--- src/rtl/result_capture_fifo_pkg.sv ---
// Shared definitions for the result capture FIFO and the modular-exponentiation
// core it serves.
//   RSA_WIDTH : default result width (R_i / C_ex)
//   RSA_DEPTH : default number of queued results
package result_capture_fifo_pkg;

  localparam int RSA_WIDTH = 10;
  localparam int RSA_DEPTH = 4;

endpackage

--- src/rtl/result_fifo_mem.sv ---
// Storage array for the result capture FIFO.
// One synchronous write port and one asynchronous read port; the array has no
// reset because the valid entries are tracked entirely by the pointer logic.
// Ports:
//   clk      : clock, rising edge
//   we       : write enable
//   wr_addr  : write slot
//   wr_data  : data written at wr_addr when we=1
//   rd_addr  : read slot
//   rd_data  : combinational contents of rd_addr
module result_fifo_mem #(
  parameter int WIDTH = 10,
  parameter int DEPTH = 4,
  localparam int AW = $clog2(DEPTH)
) (
  input  logic             clk,
  input  logic             we,
  input  logic [AW-1:0]    wr_addr,
  input  logic [WIDTH-1:0] wr_data,
  input  logic [AW-1:0]    rd_addr,
  output logic [WIDTH-1:0] rd_data
);

  logic [WIDTH-1:0] mem [DEPTH];

  always_ff @(posedge clk) begin
    if (we) begin
      mem[wr_addr] <= wr_data;
    end
  end

  assign rd_data = mem[rd_addr];

endmodule

--- src/rtl/result_capture_fifo.sv ---
// Result capture FIFO: queues up to DEPTH modular-exponentiation results
// (each marked by en & eoc) and presents them first-word-fall-through on a
// valid/ready interface towards the readout side.
// Ports:
//   clk      : clock, rising edge
//   rst      : synchronous active-high reset, discards all queued results
//   en       : block enable, gates capture only (pops still proceed)
//   eoc      : end-of-conversion strobe, one cycle per result
//   R_i      : core result, sampled only on a push
//   C_ex     : registered head-of-queue result
//   c_valid  : C_ex holds an unread result
//   c_ready  : consumer accepts C_ex this cycle
//   count    : entries currently held
//   full     : count == DEPTH
//   overflow : sticky, a result was dropped because the queue was full
//   clr_ovf  : clears overflow (a simultaneous drop wins)
module result_capture_fifo
  import result_capture_fifo_pkg::*;
#(
  parameter int WIDTH     = RSA_WIDTH,
  parameter int DEPTH     = RSA_DEPTH,
  parameter int HOLD_LAST = 1
) (
  input  logic                       clk,
  input  logic                       rst,
  input  logic                       en,
  input  logic                       eoc,
  input  logic [WIDTH-1:0]           R_i,
  output logic [WIDTH-1:0]           C_ex,
  output logic                       c_valid,
  input  logic                       c_ready,
  output logic [$clog2(DEPTH+1)-1:0] count,
  output logic                       full,
  output logic                       overflow,
  input  logic                       clr_ovf
);

  localparam int AW    = $clog2(DEPTH);
  localparam int CNT_W = $clog2(DEPTH+1);

  logic [AW-1:0]    wr_ptr;
  logic [AW-1:0]    rd_ptr;
  logic [AW-1:0]    rd_ptr_nxt;
  logic [CNT_W-1:0] count_nxt;
  logic [WIDTH-1:0] head_rd;
  logic [WIDTH-1:0] head_nxt;
  logic             push;
  logic             pop;
  logic             drop;
  logic             bypass;

  assign full = (count == CNT_W'(DEPTH));

  // The array is read at the post-update read pointer so that C_ex, being a
  // register, already shows the new head in the cycle after a pop.
  result_fifo_mem #(
    .WIDTH (WIDTH),
    .DEPTH (DEPTH)
  ) u_mem (
    .clk     (clk),
    .we      (push),
    .wr_addr (wr_ptr),
    .wr_data (R_i),
    .rd_addr (rd_ptr_nxt),
    .rd_data (head_rd)
  );

  always_comb begin
    pop        = c_valid & c_ready;
    push       = en & eoc & (~full | pop);
    drop       = en & eoc & full & ~pop;
    rd_ptr_nxt = rd_ptr + AW'(pop);
    count_nxt  = count + CNT_W'(push) - CNT_W'(pop);
    // Queue is empty once the pop (if any) is taken: the pushed word becomes
    // the head directly, since the array write lands only at this edge.
    bypass     = push & (count == CNT_W'(pop));
    head_nxt   = head_rd;
    if (count_nxt == '0) begin
      head_nxt = (HOLD_LAST != 0) ? C_ex : '0;
    end else if (bypass) begin
      head_nxt = R_i;
    end
  end

  always_ff @(posedge clk) begin
    if (rst) begin
      wr_ptr   <= '0;
      rd_ptr   <= '0;
      count    <= '0;
      c_valid  <= 1'b0;
      C_ex     <= '0;
      overflow <= 1'b0;
    end else begin
      if (push) begin
        wr_ptr <= wr_ptr + AW'(1);
      end
      rd_ptr   <= rd_ptr_nxt;
      count    <= count_nxt;
      c_valid  <= (count_nxt != '0);
      C_ex     <= head_nxt;
      overflow <= drop | (overflow & ~clr_ovf);
    end
  end

endmodule

--- config.mk ---
export PLATFORM = sky130hd
export DESIGN_NAME = result_capture_fifo
export DESIGN_NICKNAME = d
export VERILOG_FILES = /design/src/rtl/result_capture_fifo_pkg.sv /design/src/rtl/result_fifo_mem.sv /design/src/rtl/result_capture_fifo.sv
export SDC_FILE = /design/constraint.sdc
export NUM_CORES = 1
export LEC_CHECK = 0
export ABC_AREA = 1
export BUFFER_PORTS_ARGS = -buffer_cell sky130_fd_sc_hd__buf_2
export CORE_MARGIN = 2
export CORE_UTILIZATION = 50
export CTS_BUF_LIST = sky130_fd_sc_hd__clkbuf_8
export CTS_CLUSTER_DIAMETER = 120
export DETAILED_ROUTE_END_ITERATION = 10
export GPL_TIMING_DRIVEN = 0
export PLACE_DENSITY = 0.78
export SLEW_MARGIN = 10
export SYNTH_ARGS = -nofsm -noshare
export SYNTH_HDL_FRONTEND = slang
export SYNTH_SLANG_ARGS = --single-unit
--- constraint.sdc ---
create_clock -name clk -period 3.1 [get_ports clk]
set_input_delay 0.31 -clock clk [delete_from_list [all_inputs] [get_ports clk]]
set_output_delay 0.31 -clock clk [all_outputs]
set_load 0.01 [all_outputs]
==> out/results.env, run 1 <==
VIA_COUNT_OF_THE_FIRST_GLOBAL_ROUTING_PASS=1956
DIEWIDTH_UM=76.5
DIE-HEIGHT_UM=76.5
PRE_CTS_SLACK_NS=0.552
TIMING.CRITICAL_PATH.REQUIRED_NS=3.32
SW_FRAC_OF_TOTAL=0.377
CTS_REPAIR_RESIZE_COUNT=0
SYN_TO_FINAL_GROWTH_PCT=15.9
POST-ROUTE-PERIOD-UTIL=0.814
SLEW_VIOL_FINAL=0
SYN-INSTANCE-COUNT=278
DRC=0
SYN-CELL-AREA_MM2=0.00263
PERIOD_NEEDED_NS=2.52
SYNTH_FF_TYPE='edfxtp_1'
SEQUENTIAL_CELL_AREA_MM2=0.00158
GRT_UTIL_ALL_LAYERS=0.210
VIA_COUNT=1960
HOLD_PATH.CLASS='input port to flip-flop'
ANTENNA_FOUND_INITIAL=0
GRT_PASS1_WL_UM=9280
SYNTH_SEQ_CELLS=59
CLOCKROOTBUFFER='clkbuf_8'
MAXIMUM_CLOCK_FREQUENCY_MHz=396
DRT-WIRELENGTH-PER-CELL_UM=13.9
DESIGN.CORE.AREA_MM2=0.00507
DETAIL_ROUTE.WIRELENGTH_UM=5490
CRITPATHLAUNCHTYPE='flip-flop'
SYNTH_CELL_TYPES=24
WORST_R2R_STARTPOINT='count[0]'
WORSTHOLDPATHCELLS=1
FIRST_ITER_VIOLATIONS=147
MULTI_INPUT_COMB_AREA_UM2=916
IO-PIN-COUNT=32
FIN_TNS_SETUP_NS=0
CTS-ROOT-TO-SINK-BUFFERS=2
FINALSETUPVIOLCOUNT=0
FINAL_NETS=342
POST-ROUTE-WORST-SETUP-SLACK_NS=0.576
POWER_W=0.00271
WORSTHOLDSTART='R_i[1]'
PORT-BUFFER-COUNT=30
P_LEAK_nW=1.37
FIN_HOLD_WS_NS=0.205
RR_ENDPOINT='C_ex[4]'
SYNTHESIS.NETS=301
WORST_IR_DROP_VDD_V=0.000517
SETUP.WORST_PATH.END_CLASS='flip-flop'
CTS_NUM_SINKS=59
GLOBAL_ROUTE.OVERFLOW_TOTAL=0
MAX_SLEW_HEADROOM=0.283
CTS_SETUP_BUFFERS=0
SYNTH.YOSYS.WARNINGS=0
SEQUENTIALPOWERSHARE=0.371
YS_ASYNC_SR_FRACTION=0
SYNTHESIS.AREA_PER_INSTANCE_UM2=9.45
MIN_DELAY_WORST_ENDPOINT='u_mem.mem[3][1]'
NUMBER_OF_ENABLE_TYPE_REGISTER_CELLS_IN_THE_SYNTHESIZED_NETLIST=40
ROUTE.ANTENNA.REMAINING_NETS=0
PWR-SHARE-CLK=0.235
POWER_DENSITY_mW_PER_MM2=891
SYNTH_TOP_AREA_CELL='edfxtp_1'
SYNTHDOMINANTCELLAREASHARE=0.457
CRIT_FANOUT=10
FINAL_LAYOUT_SIZE_SUFFIX_GT1_FRAC=0.207
REGTOREGSETUPSLACK_NS=0.58
DRT_PASS1_ITERATIONS=4
CTS_HOLD_BUFFERS=0
YS_TOP_CELLS_BY_AREA='edfxtp_1 46%, dfxtp_1 14%, nand2_1 13%'
TYPE_OF_THE_SETUP_PATH_WITH_THE_LEAST_SLACK='flip-flop to flip-flop'
INSERTEDDIODECOUNT=0
MEASURED_SLEW_AT_THE_WORST_SLEW_CHECK_PIN_NS=1.07
SWITCHINGPOWER_W=0.00102
NUMCTSBUFFERS=9
POST-DP-HPWL_UM=3580
VIAS_PER_CELL=4.97
SYNTH_SEQUENTIAL_AREA_RATIO=0.602
GRT_MAX_DEGREE=11
DIE_AREA_MM2=0.00585
FILLERS=442
ROWS=26
FLOORPLAN.INITIALDENSITY=0.518
PATH_CLK_SLEW_NS=0.06
HOLD_VIOL_FINAL=0
CELLINTERNALPOWER_W=0.00169
R2R_CELLS=14
CTS_HTREE_LEVELS=3
GLOBALPLACE.CONGESTION=0.789
SETUP_REPAIR_AFTER_GLOBAL_ROUTING_MISSED_ITS_MARGIN='false'
TRITONCTS='yes'
RUN_STATUS='complete, no violations'
COMBPWRFRAC=0.393
CLOCK_SKEW_NS=0.00643
CLOCK_LATENCY_NS=0.33
DRV_CAP=0
WORSTPATHARRIVAL_NS=2.75
==> power by group through the flow <==
stage / clock, W / combinational [W] / sequential (W)
after floorplan: 0 / 0.000747 / 0.00105
after global placement: 0 / 0.00105 / 0.00102
after detailed placement: 0 / 0.00107 / 0.00102
after CTS: 0.000646 / 0.00107 / 0.00101
after global routing: 0.000685 / 0.00122 / 0.00102
final: 0.000638 / 0.00107 / 0.00101
==> area by class of cell <==
type,instances,area share
Clock buffer,9,0.0407
Buffer,7,0.0164
Sequential cell,59,0.520
Multi-Input combinational cell,191,0.301
Inverter,21,0.0259
Timing Repair Buffer,30,0.0493
Clock inverter,7,0.0181
Tap cell,70,0.0288
==> logic make-up after synthesis <==
kind of cell             count (synthesis)  share of synthesized area
AO/OA/AOI/OAI                           18                     0.0343
flip-flops                              59                      0.602
buffers and inverters                   28                     0.0491
AND/OR/NAND/NOR                        166                      0.278
adder cells (fa/ha/maj)                  7                     0.0362
==> per-stage QoR <==
stage          instances  utilization  area (µm²)
2_1_floorplan        278            -        2630
3_3_place_gp         378        0.564        2860
3_5_place_dp         378        0.564        2860
4_1_cts              394        0.600        3040
5_1_grt              394        0.600        3040
6_report             394        0.600        3040
==> layer usage <==
layer / up-vias / global-route usage / part of all wire
li1: 979 / - / -
met1: 912 / 0.245 / 0.41
met2: 60 / 0.364 / 0.51
met3: 9 / 0.0391 / 0.062
met4: 0 / 0.115 / 0.013
met5: - / 0 / 0
==> sequential cells by signal (all words and copies together), names as in the netlist <==
register / cells
C_ex: 10
c_valid: 1
count: 3
overflow: 1
rd_ptr: 2
u_mem.mem: 40
wr_ptr: 2
==> cells in the final DEF (no fill, tap or decap) <==
cell type,instances
buf_8,1
nand4_1,6
clkbuf_8,9
ha_1,6
nor2_2,1
nor2_4,2
o21ai_1,6
o21ai_0,8
nand2_4,2
clkbuf_1,1
inv_1,23
nand3_2,1
buf_2,34
clkinv_2,2
nand3_4,1
nand2_2,9
dfxtp_1,19
a21oi_1,4
fa_1,1
nand2_1,92
nor2_1,43
nand3_1,8
inv_2,2
edfxtp_1,40
bufinv_16,1
nand3b_2,1
buf_6,1
==> critical path: stages (launching register included) <==
cell      delay (ns)
dfxtp_1         0.36
nor2_1          0.17
nand3_2         0.11
nand2_4         0.14
inv_2           0.11
nand2_1         0.07
nand2_1         0.05
ha_1            0.19
fa_1            0.42
nand3b_2        0.27
nand3_4         0.14
buf_8           0.15
nand2_2         0.05
nor2_1          0.11
nor2_1          0.06
==> cells in the mapped netlist, types with 2 or more instances <==
| cell | number |
|---|---|
| inv_1 | 19 |
| ha_1 | 6 |
| buf_2 | 4 |
| nand2_4 | 2 |
| nand2_2 | 9 |
| nand3_1 | 8 |
| nand2_1 | 92 |
| nor2_4 | 2 |
| a21oi_1 | 4 |
| o21ai_1 | 6 |
| inv_2 | 2 |
| nor2_1 | 43 |
| edfxtp_1 | 40 |
| o21ai_0 | 8 |
| nand4_1 | 6 |
| dfxtp_1 | 19 |
==> worst max path at each step <==
stage / slack (ns) / to / start / cells past startpoint
after global routing: 0.38 / C_ex[4] / count[0] / 14
final: 0.58 / C_ex[4] / count[0] / 14
after floorplan: 0.85 / C_ex[1] / count[0] / 14
after CTS: 0.56 / C_ex[4] / count[0] / 14
after detailed placement: 0.55 / C_ex[4] / c_ready / 15
after global placement: 0.60 / C_ex[4] / c_ready / 15
No activity file was read; power rests on OpenSTA's default activity.
==> run 2, diff against run 1 <==
clock period = 2.6 ns   (was 3.1 ns; I/O delays follow)
==> run 2 against run 1 <==
Effect of this change: sequential share of layout area fell by 0.34 points; register-to-register slack got worse by 0.37 ns; design area is 0.66% higher; global-route usage is the same; critical path type unchanged; first-iteration DRC count shrank 18%; largest cell class unchanged; sequential cell count is the same; non-clock buffer count is 2 higher.
==> out/results.env, run 2 (synthesis gave the netlist of run 1 again) <==
SYN_TO_FINAL_GROWTH_PCT=16.6  # was 15.9%
DRC=0  # unchanged
NUMCTSBUFFERS=9  # unchanged
SETUP_REPAIR_AFTER_GLOBAL_ROUTING_MISSED_ITS_MARGIN='false'  # unchanged
WORST_PATH_MAX_DELAY_CELL='dfxtp_1'  # was fa_1
PERIOD_NEEDED_NS=2.40  # was 2.52 ns
DIE_AREA_MM2=0.00585  # unchanged
CTS_HTREE_LEVELS=3  # unchanged
DESIGN.CORE.AREA_MM2=0.00507  # unchanged
CP_SLOWEST_STAGE_DELAY_NS=0.45  # was 0.42 ns
VIA_COUNT_OF_THE_FIRST_GLOBAL_ROUTING_PASS=1956  # unchanged
POST-ROUTE-WORST-SETUP-SLACK_NS=0.202  # was 0.576 ns
FLOORPLAN.INITIALDENSITY=0.518  # unchanged
CLOCKROOTBUFFER='clkbuf_8'  # unchanged
FIN_HOLD_WS_NS=0.153  # was 0.205 ns
CTS_NUM_SINKS=59  # unchanged
MULTI_INPUT_COMB_AREA_UM2=921  # was 916 µm²
GLOBAL_ROUTE.OVERFLOW_TOTAL=0  # unchanged
CLOCK_SKEW_NS=0.00554  # was 0.00643 ns
CLOCK_LATENCY_NS=0.33  # about the same
SEQUENTIAL_CELL_AREA_MM2=0.00158  # unchanged
NUMBER_OF_FLIP_FLOPS_IN_THE_LARGEST_REGISTER=40  # unchanged
FIN_TNS_SETUP_NS=0  # unchanged
TYPE_OF_THE_SETUP_PATH_WITH_THE_LEAST_SLACK='flip-flop to flip-flop'  # unchanged
PORT-BUFFER-COUNT=30  # unchanged
HOLD_VIOL_FINAL=0  # unchanged
MAXIMUM_CLOCK_FREQUENCY_MHz=417  # was 396 MHz
VIAS_PER_CELL=4.99  # was 4.97
CTS-ROOT-TO-SINK-BUFFERS=2  # unchanged
SLEW_VIOL_FINAL=0  # unchanged
IO-PIN-COUNT=32  # unchanged
GRT_MAX_DEGREE=11  # unchanged
INSERTEDDIODECOUNT=0  # unchanged
FINALSETUPVIOLCOUNT=0  # unchanged
SWITCHINGPOWER_W=0.00123  # was 0.00102 W
VIA_COUNT=1978  # was 1,960
DETAIL_ROUTE.WIRELENGTH_UM=5540  # was 5490 µm
POWER_DENSITY_mW_PER_MM2=1060  # was 891 mW/mm²
PRE_CTS_SLACK_NS=0.0661  # was 0.552 ns
FILLERS=438  # was 442
P_LEAK_nW=1.38  # was 1.37 nW
PWR-SHARE-CLK=0.235  # about the same
DRT-WIRELENGTH-PER-CELL_UM=14.0  # was 13.9 µm
DIEWIDTH_UM=76.5  # unchanged
CRITPATHLAUNCHTYPE='flip-flop'  # unchanged
ANTENNA_FOUND_INITIAL=0  # unchanged
TRITONCTS='yes'  # unchanged
FINAL_NETS=344  # was 342
FIRST_ITER_VIOLATIONS=121  # was 147
CRIT_CHAIN='nor2_2 > nand3_2 > nand2_4 > inv_2 > nand2_1 > nand2_1 > ha_1 > fa_2 > nor2_1 > nand3_4 > buf_8 > o21ai_1 > nor2_1'  # was nor2_1 > nand3_2 > nand2_4 > inv_2 > nand2_1 > nand2_1 > ha_1 > fa_1 > nand3b_2 > nand3_4 > buf_8 > nand2_2 > nor2_1 > nor2_1
GRT_PASS1_WL_UM=9280  # unchanged
WORST_IR_DROP_VDD_V=0.000618  # was 0.000517 V
WORSTPATHARRIVAL_NS=2.62  # was 2.75 ns
SEQUENTIALPOWERSHARE=0.370  # was 0.371
FINAL_LAYOUT_SIZE_SUFFIX_GT1_FRAC=0.218  # was 0.207
LARGESTREGISTERS='u_mem.mem (40), C_ex (10), count (3)'  # unchanged
MOSTFREQUENTLAYOUTCELL='nand2_1'  # unchanged
POST-ROUTE-PERIOD-UTIL=0.922  # was 0.814
CRITICAL_PATH_BUFFERS_AND_INVERTERS=2  # unchanged
CELL_CLASS_CONTRIBUTING_THE_BIGGEST_SHARE_OF_WORST_PATH_DELAY='simple AND/OR/NAND/NOR gates'  # unchanged
COMBPWRFRAC=0.395  # was 0.393
MOSTFREQUENTLAYOUTCELLS='92 x nand2_1, 42 x nor2_1, 40 x edfxtp_1'  # was 92 x nand2_1, 43 x nor2_1, 40 x edfxtp_1
REGTOREGSETUPSLACK_NS=0.20  # was 0.58 ns
DIE-HEIGHT_UM=76.5  # unchanged
PATH_CLK_SLEW_NS=0.06  # about the same
POWER_W=0.00325  # was 0.00271 W
MAX_FLOP_REGISTER='u_mem.mem'  # unchanged
GLOBALPLACE.CONGESTION=0.789  # unchanged
CELLINTERNALPOWER_W=0.00202  # was 0.00169 W
HOLD_PATH.CLASS='input port to flip-flop'  # unchanged
ROWS=26  # unchanged
MAX_SLEW_HEADROOM=0.249  # was 0.283
CRIT_FANOUT=10  # unchanged
MEASURED_SLEW_AT_THE_WORST_SLEW_CHECK_PIN_NS=1.12  # was 1.07 ns
SETUP.WORST_PATH.END_CLASS='flip-flop'  # unchanged
RUN_STATUS='complete, no violations'  # unchanged
DRV_CAP=0  # unchanged
TIMING.CRITICAL_PATH.REQUIRED_NS=2.82  # was 3.32 ns
GRT_UTIL_ALL_LAYERS=0.210  # unchanged
SW_FRAC_OF_TOTAL=0.379  # was 0.377
ROUTE.ANTENNA.REMAINING_NETS=0  # unchanged
DRT_PASS1_ITERATIONS=4  # unchanged
POST-DP-HPWL_UM=3580  # unchanged
## run 2: worst reg2reg max path: stages, from the launching register on
cell and delay [ns]:
dfxtp_1 0.45, nor2_2 0.08, nand3_2 0.09, nand2_4 0.07, inv_2 0.14, nand2_1 0.08
nand2_1 0.07, ha_1 0.16, fa_2 0.45, nor2_1 0.21, nand3_4 0.15, buf_8 0.18
o21ai_1 0.12, nor2_1 0.07
## run 2: layout make-up
type                    count  share of cell area
flip-flops and latches     59               0.516
repair buffers             32              0.0539
multi-input cells         191               0.301
clock buffers               9              0.0404
clock inverters             7              0.0180
inverters                  21              0.0257
well taps                  70              0.0286
plain buffers               7              0.0163
## run 2: power by group through the flow
stage / logic [W] / clock network (W) / registers [W]
detailed placement: 0.00128 / 0 / 0.00122
finish: 0.00128 / 0.000766 / 0.00120
CTS: 0.00128 / 0.000770 / 0.00120
global route: 0.00147 / 0.000817 / 0.00122
global placement: 0.00125 / 0 / 0.00121
floorplan: 0.000891 / 0 / 0.00125
## run 2: layer usage
metal  up-vias  global-route usage  part of all wire
li1        984                   -                 -
met1       920               0.245              0.41
met2        60               0.364              0.50
met3        14              0.0391             0.063
met5         -                   0                 0
met4         0               0.115             0.025
## run 2: metrics by stage
stage                util  instance area, µm²  cells
floorplan               -                2630    278
global placement    0.564                2860    378
detailed placement  0.564                2860    378
CTS                 0.600                3040    394
global route        0.604                3060    396
finish              0.604                3060    396
## run 2: path summary, 6_finish.rpt
path,from,depth (start not counted),end
worst min register to register,C_ex[8],2,C_ex[8]
worst max-delay path,count[0],13,C_ex[5]
worst max register to register,count[0],13,C_ex[5]
worst min-delay path,R_i[1],1,u_mem.mem[3][1]
## run 2: what timing repair did
item                                    in CTS  in global routing
setup buffers                                0                  2
hold buffers                                 0                  0
resized for setup                            0                  2
endpoints found under the setup margin       0                  7
